### src/rtl/mult_rr_scheduler.sv
// mult_rr_scheduler
// Shares one external pipelined unsigned multiplier among N requesters.
// A round-robin arbiter issues at most one operation per cycle. A tag pipeline
// that runs in step with the multiplier routes each product back to the
// requester that issued it. Each requester may have only one operation
// outstanding: it is marked pending from acceptance until its result is consumed.

module mult_rr_scheduler #(
  parameter int N    = 4,
  parameter int SIZE = 8,
  parameter int LAT  = 4
) (
  input  logic                  i_clk,
  input  logic                  i_rst_n,
  input  logic [N-1:0]          i_req_valid,
  output logic [N-1:0]          o_req_ready,
  input  logic [N*SIZE-1:0]     i_req_a,
  input  logic [N*SIZE-1:0]     i_req_b,
  output logic [N-1:0]          o_rsp_valid,
  input  logic [N-1:0]          i_rsp_ready,
  output logic [N*2*SIZE-1:0]   o_rsp_data,
  output logic [SIZE-1:0]       o_mul_a,
  output logic [SIZE-1:0]       o_mul_b,
  input  logic [2*SIZE-1:0]     i_mul_out,
  output logic                  o_busy
);

  localparam int IDW = (N > 1) ? $clog2(N) : 1;
  typedef logic [IDW-1:0] id_t;

  // Round-robin pointer and one pending flag per requester
  id_t               r_ptr;
  logic [N-1:0]      r_pend;

  // Registered operands driven to the multiplier
  logic [SIZE-1:0]   r_mul_a;
  logic [SIZE-1:0]   r_mul_b;

  // Tag pipeline. Stage 0 is loaded on the same edge as the operand registers.
  // Stage LAT therefore lines up with the product on i_mul_out.
  logic              r_tag_valid [0:LAT];
  id_t               r_tag_id    [0:LAT];

  // Held responses
  logic [N-1:0]      r_rsp_valid;
  logic [2*SIZE-1:0] r_rsp_data  [N];

  // Arbitration results
  logic [N-1:0]      w_eligible;
  logic [N-1:0]      w_grant;
  logic              w_found;
  id_t               w_grant_id;
  id_t               w_ptr_next;
  logic [SIZE-1:0]   w_sel_a;
  logic [SIZE-1:0]   w_sel_b;
  logic [N-1:0]      w_rsp_fire;

  assign w_eligible = i_req_valid & ~r_pend;
  assign w_rsp_fire = r_rsp_valid & i_rsp_ready;

  // Scan eligible requesters starting at the pointer and grant the first one found
  always_comb begin : arb_comb
    int   scanIdx;
    id_t  scanId;
    w_grant    = '0;
    w_found    = 1'b0;
    w_grant_id = '0;
    scanIdx    = 0;
    scanId     = '0;
    for (int k = 0; k < N; k++) begin
      scanIdx = (int'(r_ptr) + k) % N;
      scanId  = id_t'(scanIdx);
      if (!w_found && w_eligible[scanId]) begin
        w_found         = 1'b1;
        w_grant_id      = scanId;
        w_grant[scanId] = 1'b1;
      end
    end
  end

  // Select the winner's operands and work out where the pointer moves after a grant
  always_comb begin
    w_sel_a    = i_req_a[w_grant_id*SIZE +: SIZE];
    w_sel_b    = i_req_b[w_grant_id*SIZE +: SIZE];
    w_ptr_next = (w_grant_id == id_t'(N-1)) ? '0 : w_grant_id + id_t'(1);
  end

  // Grants are suppressed while reset is held so no handshake is seen during reset
  assign o_req_ready = i_rst_n ? w_grant : '0;

  // Operand issue register and round-robin pointer; idle cycles drive zero operands
  always_ff @(posedge i_clk or negedge i_rst_n) begin
    if (!i_rst_n) begin
      r_ptr   <= '0;
      r_mul_a <= '0;
      r_mul_b <= '0;
    end else begin
      r_mul_a <= w_found ? w_sel_a : '0;
      r_mul_b <= w_found ? w_sel_b : '0;
      if (w_found) begin
        r_ptr <= w_ptr_next;
      end
    end
  end

  // Tag pipeline: no stall; products arriving with an invalid tag are ignored
  always_ff @(posedge i_clk or negedge i_rst_n) begin
    if (!i_rst_n) begin
      for (int s = 0; s <= LAT; s++) begin
        r_tag_valid[s] <= 1'b0;
        r_tag_id[s]    <= '0;
      end
    end else begin
      r_tag_valid[0] <= w_found;
      r_tag_id[0]    <= w_grant_id;
      for (int s = 1; s <= LAT; s++) begin
        r_tag_valid[s] <= r_tag_valid[s-1];
        r_tag_id[s]    <= r_tag_id[s-1];
      end
    end
  end

  // Pending flags: set on accept, cleared when the held result is consumed
  always_ff @(posedge i_clk or negedge i_rst_n) begin
    if (!i_rst_n) begin
      r_pend <= '0;
    end else begin
      r_pend <= (r_pend | (w_found ? w_grant : '0)) & ~w_rsp_fire;
    end
  end

  // Capture the returning product into the issuing requester's slot and hold it until consumed
  always_ff @(posedge i_clk or negedge i_rst_n) begin
    if (!i_rst_n) begin
      r_rsp_valid <= '0;
      for (int i = 0; i < N; i++) begin
        r_rsp_data[i] <= '0;
      end
    end else begin
      for (int i = 0; i < N; i++) begin
        if (w_rsp_fire[i]) begin
          r_rsp_valid[i] <= 1'b0;
        end
      end
      if (r_tag_valid[LAT]) begin
        r_rsp_valid[r_tag_id[LAT]] <= 1'b1;
        r_rsp_data[r_tag_id[LAT]]  <= i_mul_out;
      end
    end
  end

  genvar g;
  generate
    for (g = 0; g < N; g++) begin : g_rsp_pack
      assign o_rsp_data[g*2*SIZE +: 2*SIZE] = r_rsp_data[g];
    end
  endgenerate

  assign o_rsp_valid = r_rsp_valid;
  assign o_mul_a     = r_mul_a;
  assign o_mul_b     = r_mul_b;
  assign o_busy      = |r_pend;

endmodule
### config.mk
export PLATFORM = sky130hd
export DESIGN_NAME = mult_rr_scheduler
export DESIGN_NICKNAME = d
export VERILOG_FILES = /design/src/rtl/mult_rr_scheduler.sv
export SDC_FILE = /design/constraint.sdc
export NUM_CORES = 1
export LEC_CHECK = 0
export BUFFER_PORTS_ARGS = -buffer_cell sky130_fd_sc_hd__buf_2
export CORE_ASPECT_RATIO = 0.9
export CORE_UTILIZATION = 46
export CTS_CLUSTER_SIZE = 12
export DETAILED_ROUTE_END_ITERATION = 12
export GPL_TIMING_DRIVEN = 0
export PLACE_DENSITY_LB_ADDON = 0.05
export SLEW_MARGIN = 20
export SYNTH_ARGS = -nofsm -noshare
export SYNTH_HDL_FRONTEND = slang
export SYNTH_SLANG_ARGS = --single-unit
### constraint.sdc
create_clock -name i_clk -period 2.8 [get_ports i_clk]
set_input_delay 0.28 -clock i_clk [delete_from_list [all_inputs] [get_ports i_clk]]
set_output_delay 0.28 -clock i_clk [all_outputs]
set_load 0.005 [all_outputs]
==> results of run 1 <==
## state kept, by name (all words and copies together), names as in the netlist
name         flops
o_rsp_data      64
r_tag_id        10
o_mul_a          8
o_mul_b          8
r_tag_valid      5
o_rsp_valid      4
r_pend           4
r_ptr            2
## kinds of logic (layout without fill, tap and decap cells)
kind of cell             Yosys count  after routing  share of synthesized area
AO/OA/AOI/OAI                    118            118                      0.177
flip-flops                       105            105                      0.498
buffers and inverters             86            285                     0.0723
AND/OR/NAND/NOR                   79             79                     0.0866
multiplexers                      66             66                      0.145
adder cells (fa/ha/maj)            8              8                     0.0190
XOR/XNOR                           1              1                    0.00166
## layer usage
layer | vias to the layer above | GRT usage
met4 | 0 | 0.0733
met3 | 19 | 0.0310
met5 | - | 0
li1 | 2078 | -
met1 | 2105 | 0.310
met2 | 185 | 0.373
## synth_stat cells (2+ instances only)
cell	instances
o2111ai_1	15
nor3_1	17
buf_2	4
nor2_1	4
o21a_1	2
nor2b_1	9
buf_6	5
a31oi_1	2
dfrtp_1	105
and2_1	2
ha_1	8
a22oi_1	4
mux4_2	2
o21ai_0	11
a221oi_1	4
o221ai_2	10
and3_1	3
mux2_2	64
a21oi_1	18
clkbuf_1	19
a22o_1	4
nand2b_1	19
o211ai_1	30
nand2_1	7
o221ai_1	6
nand3_1	6
nand3b_1	4
a211oi_1	3
inv_1	57
## how the worst max path moves through the flow
stage / startpoint / endpoint / slack [ns] / cells after the start
after global routing: r_ptr[0] / o_req_ready[1] / 0.01 / 9
after detailed placement: r_ptr[0] / o_mul_b[3] / -0.61 / 12
final: r_ptr[0] / o_req_ready[1] / 0.10 / 9
after CTS: r_ptr[1] / o_req_ready[1] / 0.06 / 8
after global placement: r_ptr[0] / o_mul_b[3] / -0.56 / 12
after floorplan: r_ptr[0] / o_mul_a[3] / 0.002 / 14
## worst reg2reg max path, stage by stage (launching register included)
cell and delay (ns):
dfrtp_2 0.40, inv_1 0.07, buf_6 0.12, ha_4 0.31, mux4_2 0.31, buf_6 0.16
o21a_1 0.19, buf_6 0.14, and3_1 0.17, nor2_2 0.31, buf_6 0.23, o221ai_2 0.11
## where the power goes
group	leakage [nW]	switching, mW	internal (mW)
logic	1.82	2.42	2.15
clock network	0.142	0.575	0.628
registers	1.24	0.351	2.30
total	3.20	3.34	5.08
## metrics by stage
stage	hold WS [ns]	power [mW]
after detailed placement	0.187	7.07
after CTS	0.124	8.45
after global placement	0.332	6.95
after floorplan	-0.0156	5.50
after global routing	0.123	9.04
final	0.133	8.42
## repair_timing
item                                   4_1_cts  5_1_grt
setup endpoints to repair                   21        7
endpoints found under the hold margin       31        0
pin swaps                                    0        1
gates resized for setup                     13        5
hold buffers                                 1        0
buffers inserted                             4        1
## final cells by class
| class | count | area, µm² | area share |
|---|---|---|---|
| sequential | 105 | 2630 | 0.387 |
| multi-input combinational | 272 | 2340 | 0.344 |
| timing repair buffer | 185 | 972 | 0.143 |
| clock buffer | 10 | 229 | 0.0337 |
| inverter | 57 | 218 | 0.0320 |
| tap | 152 | 190 | 0.0280 |
| buffer | 27 | 166 | 0.0245 |
| clock inverter | 6 | 57.6 | 0.00847 |
==> summary.txt, run 1 <==
Worst hold path
  • Hold Startpoint: i_rsp_ready[2]
  • Cell count of the worst hold path: 2
  • Type of the tightest min-delay check: primary input to flip-flop
  • Worst-case hold path end point: o_rsp_valid[2]

Global route
  • Antenna violations before repair: 0
  • All-Layer GR Usage: 0.228
  • Vias in the first global route: 4,256
  • First-pass GRT wire length: 21.3 mm
  • Remaining global-route overflow: 0
  • Pin count of the biggest net entering global routing: 75

Routing
  • DRT Pass-1 Iters: 5
  • Routed wl met2: 6.42 mm
  • Drc violations: 0
  • DR WL/cell: 16.4 µm
  • DRT Wirelength: 13.4 mm
  • Antenna viol nets, final: 0
  • Met1 wire length: 5.84 mm
  • Top sig layer: met4
  • Met3 routed WL: 894 µm
  • Detailed-route via count: 4,387
  • Via/cell ratio: 5.39
  • DR iter-0 viols: 278

Worst setup path
  • Reg2reg path depth: 11
  • R2r endpoint: o_mul_b[4]
  • Critical Path RT: 2.52 ns
  • Cell chain of the critical path: inv_1 -> buf_6 -> ha_4 -> mux4_2 -> buf_6 -> o21a_1 -> a221oi_2 -> nor2b_1 -> buf_2
  • Critical path class: flip-flop to primary output
  • Worst setup EP type: primary output
  • Flop-to-flop setup slack: 0.15 ns
  • CP dominant cell by count: buf_6
  • Critical path arrival: 2.42 ns
  • Buf/Inv on CP: 4
  • Critical R2R Launch: r_ptr[0]
  • Critical-path top delay cell: dfrtp_2
  • Crit path launch type: flip-flop
  • Crit path max fanout: 9
  • CP top delay family: compound AO/OA/AOI/OAI gates
  • Critical path's largest stage delay: 0.40 ns

Timing
  • Final WS setup: 0.102 ns
  • Fmax: 371 MHz
  • Setup TNS: 0 ns
  • Slew @ Worst Pin: 0.832 ns
  • Endpoints failing hold: 0
  • Period minus WS final: 2.70 ns
  • Fin crit share: 0.964
  • Clk_skew: 0.0134 ns
  • Final Max Slew Viols: 0
  • Setup-failing EPs final: 0
  • Normalized max-slew margin: 0.441
  • Unrepaired setup endpoints after global routing: no

Layout
  • Commonest cells after routing, fill and taps aside: 179 x buf_2, 103 x dfrtp_1, 64 x mux2_2
  • Commonest non-fill, non-tap cell in the layout: buf_2
  • Post-Layout Cell Count: 814
  • Number of diodes: 0
  • Share of cells above drive strength 1: 0.459
  • Nets: 755
  • Utilization after layout: 0.619
  • Post-route cell area: 6800 µm²
  • Area Overhead vs Synth: 28.9%
  • Fill cell count: 937

Floorplan
  • # IOs: 179
  • Core area: 11,000 µm²
  • Die height: 104 µm
  • Starting Density: 0.480
  • Die area: 11,900 µm²
  • FP Rows: 36
  • Die width: 115 µm

Place
  • Area after DPL: 6400 µm²
  • Number of port buffers: 178
  • DP HPWL: 10.1 mm
  • DP Worst Slack: -0.606 ns
  • GP Congestion: 0.861
  • DP Cell Count: 794

CTS
  • Clk Latency, worst-skew pair: 0.34 ns
  • Max clock buf depth: 2
  • H-tree depth: 3
  • CTS Buf Count: 9
  • CTS tree: built
  • Root buf cell: clkbuf_16
  • Sink Count: 105
  • Clk pin slew, worst setup/hold paths: 0.08 ns

Yosys
  • Number of synthesis warnings: 0
  • Mapped Cells: 463
  • Dominant cells by area after synthesis: dfrtp_1 50%, mux2_2 14%, o211ai_1 4.3%
  • Mapped Avg Cell Area: 11.4 µm²
  • Leading area contributor after synthesis: dfrtp_1
  • Seq cells post-synth: 105
  • Post-synth ARST share: 1.00
  • Synth cell types: 48
  • EDFF count, synth: 0
  • Main flop type after synthesis: dfrtp_1
  • Synthesized area: 5280 µm²
  • Seq/Total Area, Yosys: 0.498
  • Synth top area share: 0.498
  • Synth Net Count: 561

Outcome
  • Outcome: finished clean

Pwr
  • PD cells: 1240 nW/µm²
  • P_leak: 3.20 nW
  • VDD IR max: 0.515 mV

Job
  • Max Cap Violations: 0
Power figures use the tool's default switching activity.
==> inputs of run 2 (changes only) <==
Settings changed: CORE_UTILIZATION 46 to 52, CTS_BUF_LIST from default to sky130_fd_sc_hd__clkbuf_4 sky130_fd_sc_hd__clkbuf_8.
Clock period 2.8 ns to 2.7 ns, I/O delays scaled along.
==> summary.txt, run 2 (synthesized netlist as in run 1, its figures left out) <==
Routing
  • DR WL/cell: 17.2 µm
  • Via/cell ratio: 5.69
  • Met3 routed WL: 935 µm
  • Antenna viol nets, final: 0
  • Met1 wire length: 5.63 mm
  • DR iter-0 viols: 212
  • DRT Wirelength: 13.7 mm
  • Top sig layer: met4
  • DRT Pass-1 Iters: 5
  • Drc violations: 0
  • Routed wl met2: 6.76 mm
  • Detailed-route via count: 4,538

Layout
  • Area Overhead vs Synth: 28.4%
  • Number of diodes: 0
  • Commonest non-fill, non-tap cell in the layout: buf_2
  • Post-Layout Cell Count: 797
  • Max FFs per register: 64
  • Nets: 764
  • Commonest cells after routing, fill and taps aside: 177 x buf_2, 103 x dfrtp_1, 64 x mux2_2
  • Fill cell count: 777
  • Share of cells above drive strength 1: 0.477

Worst setup path
  • Worst setup EP type: primary output
  • Cell chain of the critical path: buf_6 -> inv_6 -> ha_4 -> or3_4 -> a211oi_2 -> a31o_2 -> a221oi_2 -> nor2b_1 -> buf_2
  • Critical path's largest stage delay: 0.45 ns
  • Critical path class: flip-flop to primary output
  • Critical path arrival: 2.47 ns
  • CP top delay family: simple AND/OR/NAND/NOR gates
  • Critical-path top delay cell: dfrtp_2
  • Crit path max fanout: 6
  • Crit path launch type: flip-flop
  • Critical Path RT: 2.43 ns
  • CP startpoint: r_ptr[0]
  • Buf/Inv on CP: 3
  • Critical R2R Launch: r_ptr[0]

Floorplan
  • Die height: 97.6 µm
  • Die area: 10,600 µm²
  • FP Rows: 34
  • Starting Density: 0.541
  • Die width: 108 µm
  • Core area: 9740 µm²
  • # IOs: 179

Global route
  • First-pass GRT wire length: 21.7 mm
  • Vias in the first global route: 4,424
  • Antenna violations before repair: 0
  • Pin count of the biggest net entering global routing: 57
  • All-Layer GR Usage: 0.266
  • Remaining global-route overflow: 0

Pwr
  • PD cells: 1280 nW/µm²
  • VDD IR max: 0.691 mV
  • P_leak: 3.21 nW
  • Design Power: 8.66 mW

CTS
  • CTS tree: built
  • Root buf cell: clkbuf_8
  • Max clock buf depth: 2
  • CTS Buf Count: 9
  • Clk Latency, worst-skew pair: 0.37 ns
  • Clk pin slew, worst setup/hold paths: 0.10 ns
  • H-tree depth: 3
  • Sink Count: 105

Place
  • GP Congestion: 0.834
  • Number of port buffers: 178
  • DP Cell Count: 768
  • DP HPWL: 9.96 mm

Timing
  • Unrepaired setup endpoints after global routing: yes
  • Setup-failing EPs final: 2
  • Endpoints failing hold: 0
  • Final Max Slew Viols: 0
  • Setup TNS: -0.0447 ns
  • Period minus WS final: 2.74 ns
  • Normalized max-slew margin: 0.436
  • Fin crit share: 1.02
  • Fmax: 364 MHz
  • Slew @ Worst Pin: 0.839 ns
  • Clk_skew: 0.0134 ns
  • Final WS setup: -0.0441 ns

Outcome
  • Violated checks: setup timing
  • Outcome: complete, but fails checks

Job
  • Max Cap Violations: 0

Worst hold path
  • Type of the tightest min-delay check: primary input to flip-flop
  • Hold Startpoint: i_rsp_ready[2]
-- run 2: cell types whose count changed in the layout (fill, tap and decap cells not counted), sizes merged --
cell	before	now
buf	193	202
inv	61	58
clkinvlp	1	2
clkinv	1	3
-- run 2: cell type report --
cell class,count,area (µm²),share of cell area
clock buffer,10,131,0.0194
buffer,26,169,0.0249
clock inverter,6,61.3,0.00905
sequential,105,2630,0.388
timing repair buffer,195,1050,0.155
inverter,57,223,0.0329
tap,126,158,0.0233
multi-input combinational,272,2360,0.348
-- run 2: worst reg2reg max path: cells and delay by family (launching register included) --
family / cells / cell delay [ns]
adder cells (fa/ha/maj): 1 / 0.22
AO/OA/AOI/OAI: 4 / 0.69
AND/OR/NAND/NOR: 1 / 0.39
flip-flops: 1 / 0.45
buffers and inverters: 7 / 0.82
-- run 2: timing repair --
action / CTS / global route
pin swaps: 6 / 8
hold endpoints to repair: 51 / 0
setup buffers: 12 / 4
hold buffers: 1 / 0
endpoints found under the setup margin: 20 / 15
gates resized for setup: 15 / 11
-- run 2: power breakdown --
group	internal [mW]	switching (mW)
registers	2.38	0.380
logic	2.39	2.56
clock network	0.367	0.574
total	5.14	3.52
-- run 2: worst paths after layout --
| kind | to | slack (ns) | cells past startpoint |
|---|---|---|---|
| max in group asynchronous | o_mul_b[1] | 1.63 | 3 |
| min in group asynchronous | o_rsp_data[48] | 0.43 | 2 |
| worst min register to register | r_tag_id[0] | 0.36 | 0 |
| worst max register to register | r_pend[1] | 0.08 | 13 |
| worst max-delay path | o_req_ready[1] | -0.04 | 9 |
| worst min-delay path | o_rsp_valid[2] | 0.1 | 2 |
-- run 2: layer usage --
| layer | up-vias | GRT usage |
|---|---|---|
| li1 | 2096 | - |
| met1 | 2182 | 0.342 |
| met2 | 224 | 0.444 |
| met3 | 36 | 0.0510 |
| met4 | 0 | 0.0927 |
| met5 | - | 0 |
-- run 2: through the flow --
step / area [µm²] / setup WS, ns / util / hold WS, ns
5_1_grt: 6780 / -0.0880 / 0.695 / 0.0898
3_3_place_gp: 6360 / -0.411 / 0.653 / 0.331
4_1_cts: 6740 / -0.0177 / 0.692 / 0.0844
3_5_place_dp: 6400 / -0.503 / 0.657 / 0.261
2_1_floorplan: 5310 / 0.0386 / - / -0.0256
6_report: 6780 / -0.0441 / 0.695 / 0.0972
==> inputs of run 3 (changes only) <==
Settings changed: ABC_AREA from default to 1, CORE_UTILIZATION 52 to 51.
==> summary.txt, run 3 <==
Global route
  • Pin count of the biggest net entering global routing: 82
  • First-pass GRT wire length: 20.0 mm
  • Antenna violations before repair: 0
  • Vias in the first global route: 4,160
  • All-Layer GR Usage: 0.257
  • Remaining global-route overflow: 0

Layout
  • Number of diodes: 0
  • Commonest cells after routing, fill and taps aside: 183 x buf_2, 138 x nand2_1, 103 x dfrtp_1
  • Fill cell count: 808
  • Commonest non-fill, non-tap cell in the layout: buf_2
  • Post-route cell area: 6140 µm²
  • Seq. cell area: 2630 µm²
  • Nets: 856
  • Share of cells above drive strength 1: 0.301
  • Post-Layout Cell Count: 885
  • Area of the multi-input gates: 1740 µm²
  • Area Overhead vs Synth: 27.4%
  • Max FFs per register: 64

Place
  • DP Cell Count: 866
  • DP Worst Slack: -0.0703 ns
  • DP HPWL: 9.17 mm
  • Number of port buffers: 178
  • GP Congestion: 0.835
  • Area after DPL: 5900 µm²

Yosys
  • Leading area contributor after synthesis: dfrtp_1
  • Mapped Avg Cell Area: 8.53 µm²
  • Synth Net Count: 663
  • Most common cell in the netlist: nand2_1
  • Post-synthesis compound-gate area fraction: 0.0999
  • XOR/XNOR Fraction of Synth Area: 0
  • Adder-Cell Fraction of Synth Area: 0.0208
  • Mux cell area share after synthesis: 0
  • Post-synthesis simple-gate area fraction: 0.238
  • Number of synthesis warnings: 0
  • Post-synth top cells: 139 x nand2_1, 105 x dfrtp_1, 86 x inv_1, 72 x nand3_1, 68 x o21ai_0
  • EDFF count, synth: 0
  • Synth top area share: 0.545
  • Synth cell types: 23
  • Dominant cells by area after synthesis: dfrtp_1 55%, nand2_1 11%, nand3_1 7.5%
  • Main flop type after synthesis: dfrtp_1
  • Mapped Cells: 565
  • Seq cells post-synth: 105
  • Largest family of logic cells by synthesized area: simple AND/OR/NAND/NOR gates
  • Seq/Total Area, Yosys: 0.545
  • Synthesized area: 4820 µm²
  • Post-synth ARST share: 1.00

Worst setup path
  • R2r endpoint: o_mul_b[6]
  • Crit path max fanout: 8
  • Critical path class: flip-flop to primary output
  • Reg2reg path depth: 10
  • Flop-to-flop setup slack: 0.28 ns
  • Worst setup EP type: primary output
  • Critical path arrival: 2.27 ns
  • Critical R2R Launch: r_ptr[0]
  • Worst setup path end: o_req_ready[1]
  • CP startpoint: r_ptr[0]
  • Critical Path RT: 2.43 ns
  • Crit path launch type: flip-flop

Routing
  • Met1 wire length: 5.44 mm
  • DR iter-0 viols: 180
  • Antenna viol nets, final: 0
  • Routed wl met2: 5.89 mm
  • Via/cell ratio: 5.03
  • Top sig layer: met4
  • DRT Wirelength: 12.4 mm
  • DR WL/cell: 14.0 µm
  • Drc violations: 0
  • Met3 routed WL: 806 µm
  • DRT Pass-1 Iters: 4
  • Detailed-route via count: 4,454

CTS
  • Max clock buf depth: 2
  • Clk Latency, worst-skew pair: 0.35 ns
  • CTS tree: built
  • Sink Count: 105
  • Clk pin slew, worst setup/hold paths: 0.10 ns
  • H-tree depth: 3
  • Root buf cell: clkbuf_8
  • CTS Buf Count: 9

Timing
  • Slew @ Worst Pin: 0.675 ns
  • Fin crit share: 0.940
  • Final WS setup: 0.161 ns
  • Normalized max-slew margin: 0.548
  • Unrepaired setup endpoints after global routing: no
  • Clk_skew: 0.0105 ns
  • Setup TNS: 0 ns
  • Endpoints failing hold: 0
  • Hold slack final: 0.106 ns
  • Setup-failing EPs final: 0
  • Period minus WS final: 2.54 ns
  • Fmax: 394 MHz
  • Final Max Slew Viols: 0

Pwr
  • P_leak: 3.45 nW
  • VDD IR max: 0.928 mV
  • PD cells: 1330 nW/µm²

Floorplan
  • Die width: 104 µm
  • Starting Density: 0.528
  • Die height: 94.2 µm
  • Core area: 9130 µm²
  • Die area: 9840 µm²
  • FP Rows: 33
  • # IOs: 179

Outcome
  • Outcome: finished clean

Worst hold path
  • Hold Startpoint: i_rsp_ready[0]
  • Type of the tightest min-delay check: primary input to flip-flop

Job
  • Max Cap Violations: 0
==> run 3: cell count changes in the layout (fill, tap and decap cells not counted), moves of 7 or more <==
cell,before,now
o2111ai_1,15,0
nand3_1,6,72
o21ai_0,11,68
nor2b_1,8,0
inv_1,55,84
nand3b_1,4,16
nor3_1,17,0
nand2_1,7,138
a21oi_1,18,25
buf_4,16,4
o221ai_2,10,0
nand2b_1,19,0
o211ai_1,30,0
mux2_2,64,0
==> run 3: worst min path at each step <==
stage / slack [ns] / cells after the start / to
floorplan: -0.03 / 0 / o_mul_a[0]
global placement: 0.33 / 0 / r_tag_id[0]
detailed placement: 0.15 / 1 / o_rsp_data[16]
CTS: 0.09 / 2 / o_rsp_valid[3]
global route: 0.09 / 2 / o_rsp_valid[3]
finish: 0.11 / 2 / o_rsp_valid[0]
==> run 3: power by group <==
part / leakage (nW) / internal (mW) / switching [mW] / total, mW
clock network: 0.101 / 0.383 / 0.569 / 0.952
logic: 2.08 / 1.70 / 2.75 / 4.45
registers: 1.27 / 2.38 / 0.366 / 2.74
total: 3.45 / 4.46 / 3.69 / 8.14
==> run 3: per-layer routing <==
metal	vias up	global-route usage
li1	2184	-
met1	2080	0.343
met2	171	0.425
met3	19	0.0548
met4	0	0.0726
met5	-	0
==> run 3: stage by stage <==
step                      total power [mW]  utilization
after floorplan                       5.53            -
after global placement                6.99        0.643
after detailed placement              7.15        0.646
after CTS                             8.14        0.671
after global routing                  8.89        0.673
final                                 8.14        0.673
==> run 3: cells by family (layout without fill, tap and decap cells) <==
| kind of cell | after synthesis | after routing |
|---|---|---|
| simple gates | 245 | 245 |
| compound gates | 94 | 94 |
| fa+ha+maj | 8 | 8 |
| flops | 105 | 105 |
| buf+inv | 113 | 311 |
==> run 3: final cells by class <==
type                       count  share of cell area
sequential                   105               0.428
multi-input combinational    347               0.284
timing repair buffer         182               0.155
inverter                      88              0.0550
tap                          122              0.0249
clock buffer                  10              0.0224
buffer                        25              0.0214
clock inverter                 6             0.00937
==> run 3: critical path, cell delays in order, from the launching register on <==
cell and delay [ns]:
dfrtp_2 0.45, buf_6 0.15, inv_4 0.11, ha_4 0.22
inv_1 0.10, nand3_1 0.10, nand2_2 0.11, nand4_1 0.15
inv_2 0.13, nand2_1 0.07, a21oi_1 0.18, buf_2 0.14
==> run 3: repair_timing <==
item | CTS | global route
hold buffers | 1 | 0
hold endpoints to repair | 25 | 0
setup buffers | 1 | 1
resized for setup | 4 | 3
endpoints found under the setup margin | 14 | 4
pin swaps | 0 | 1
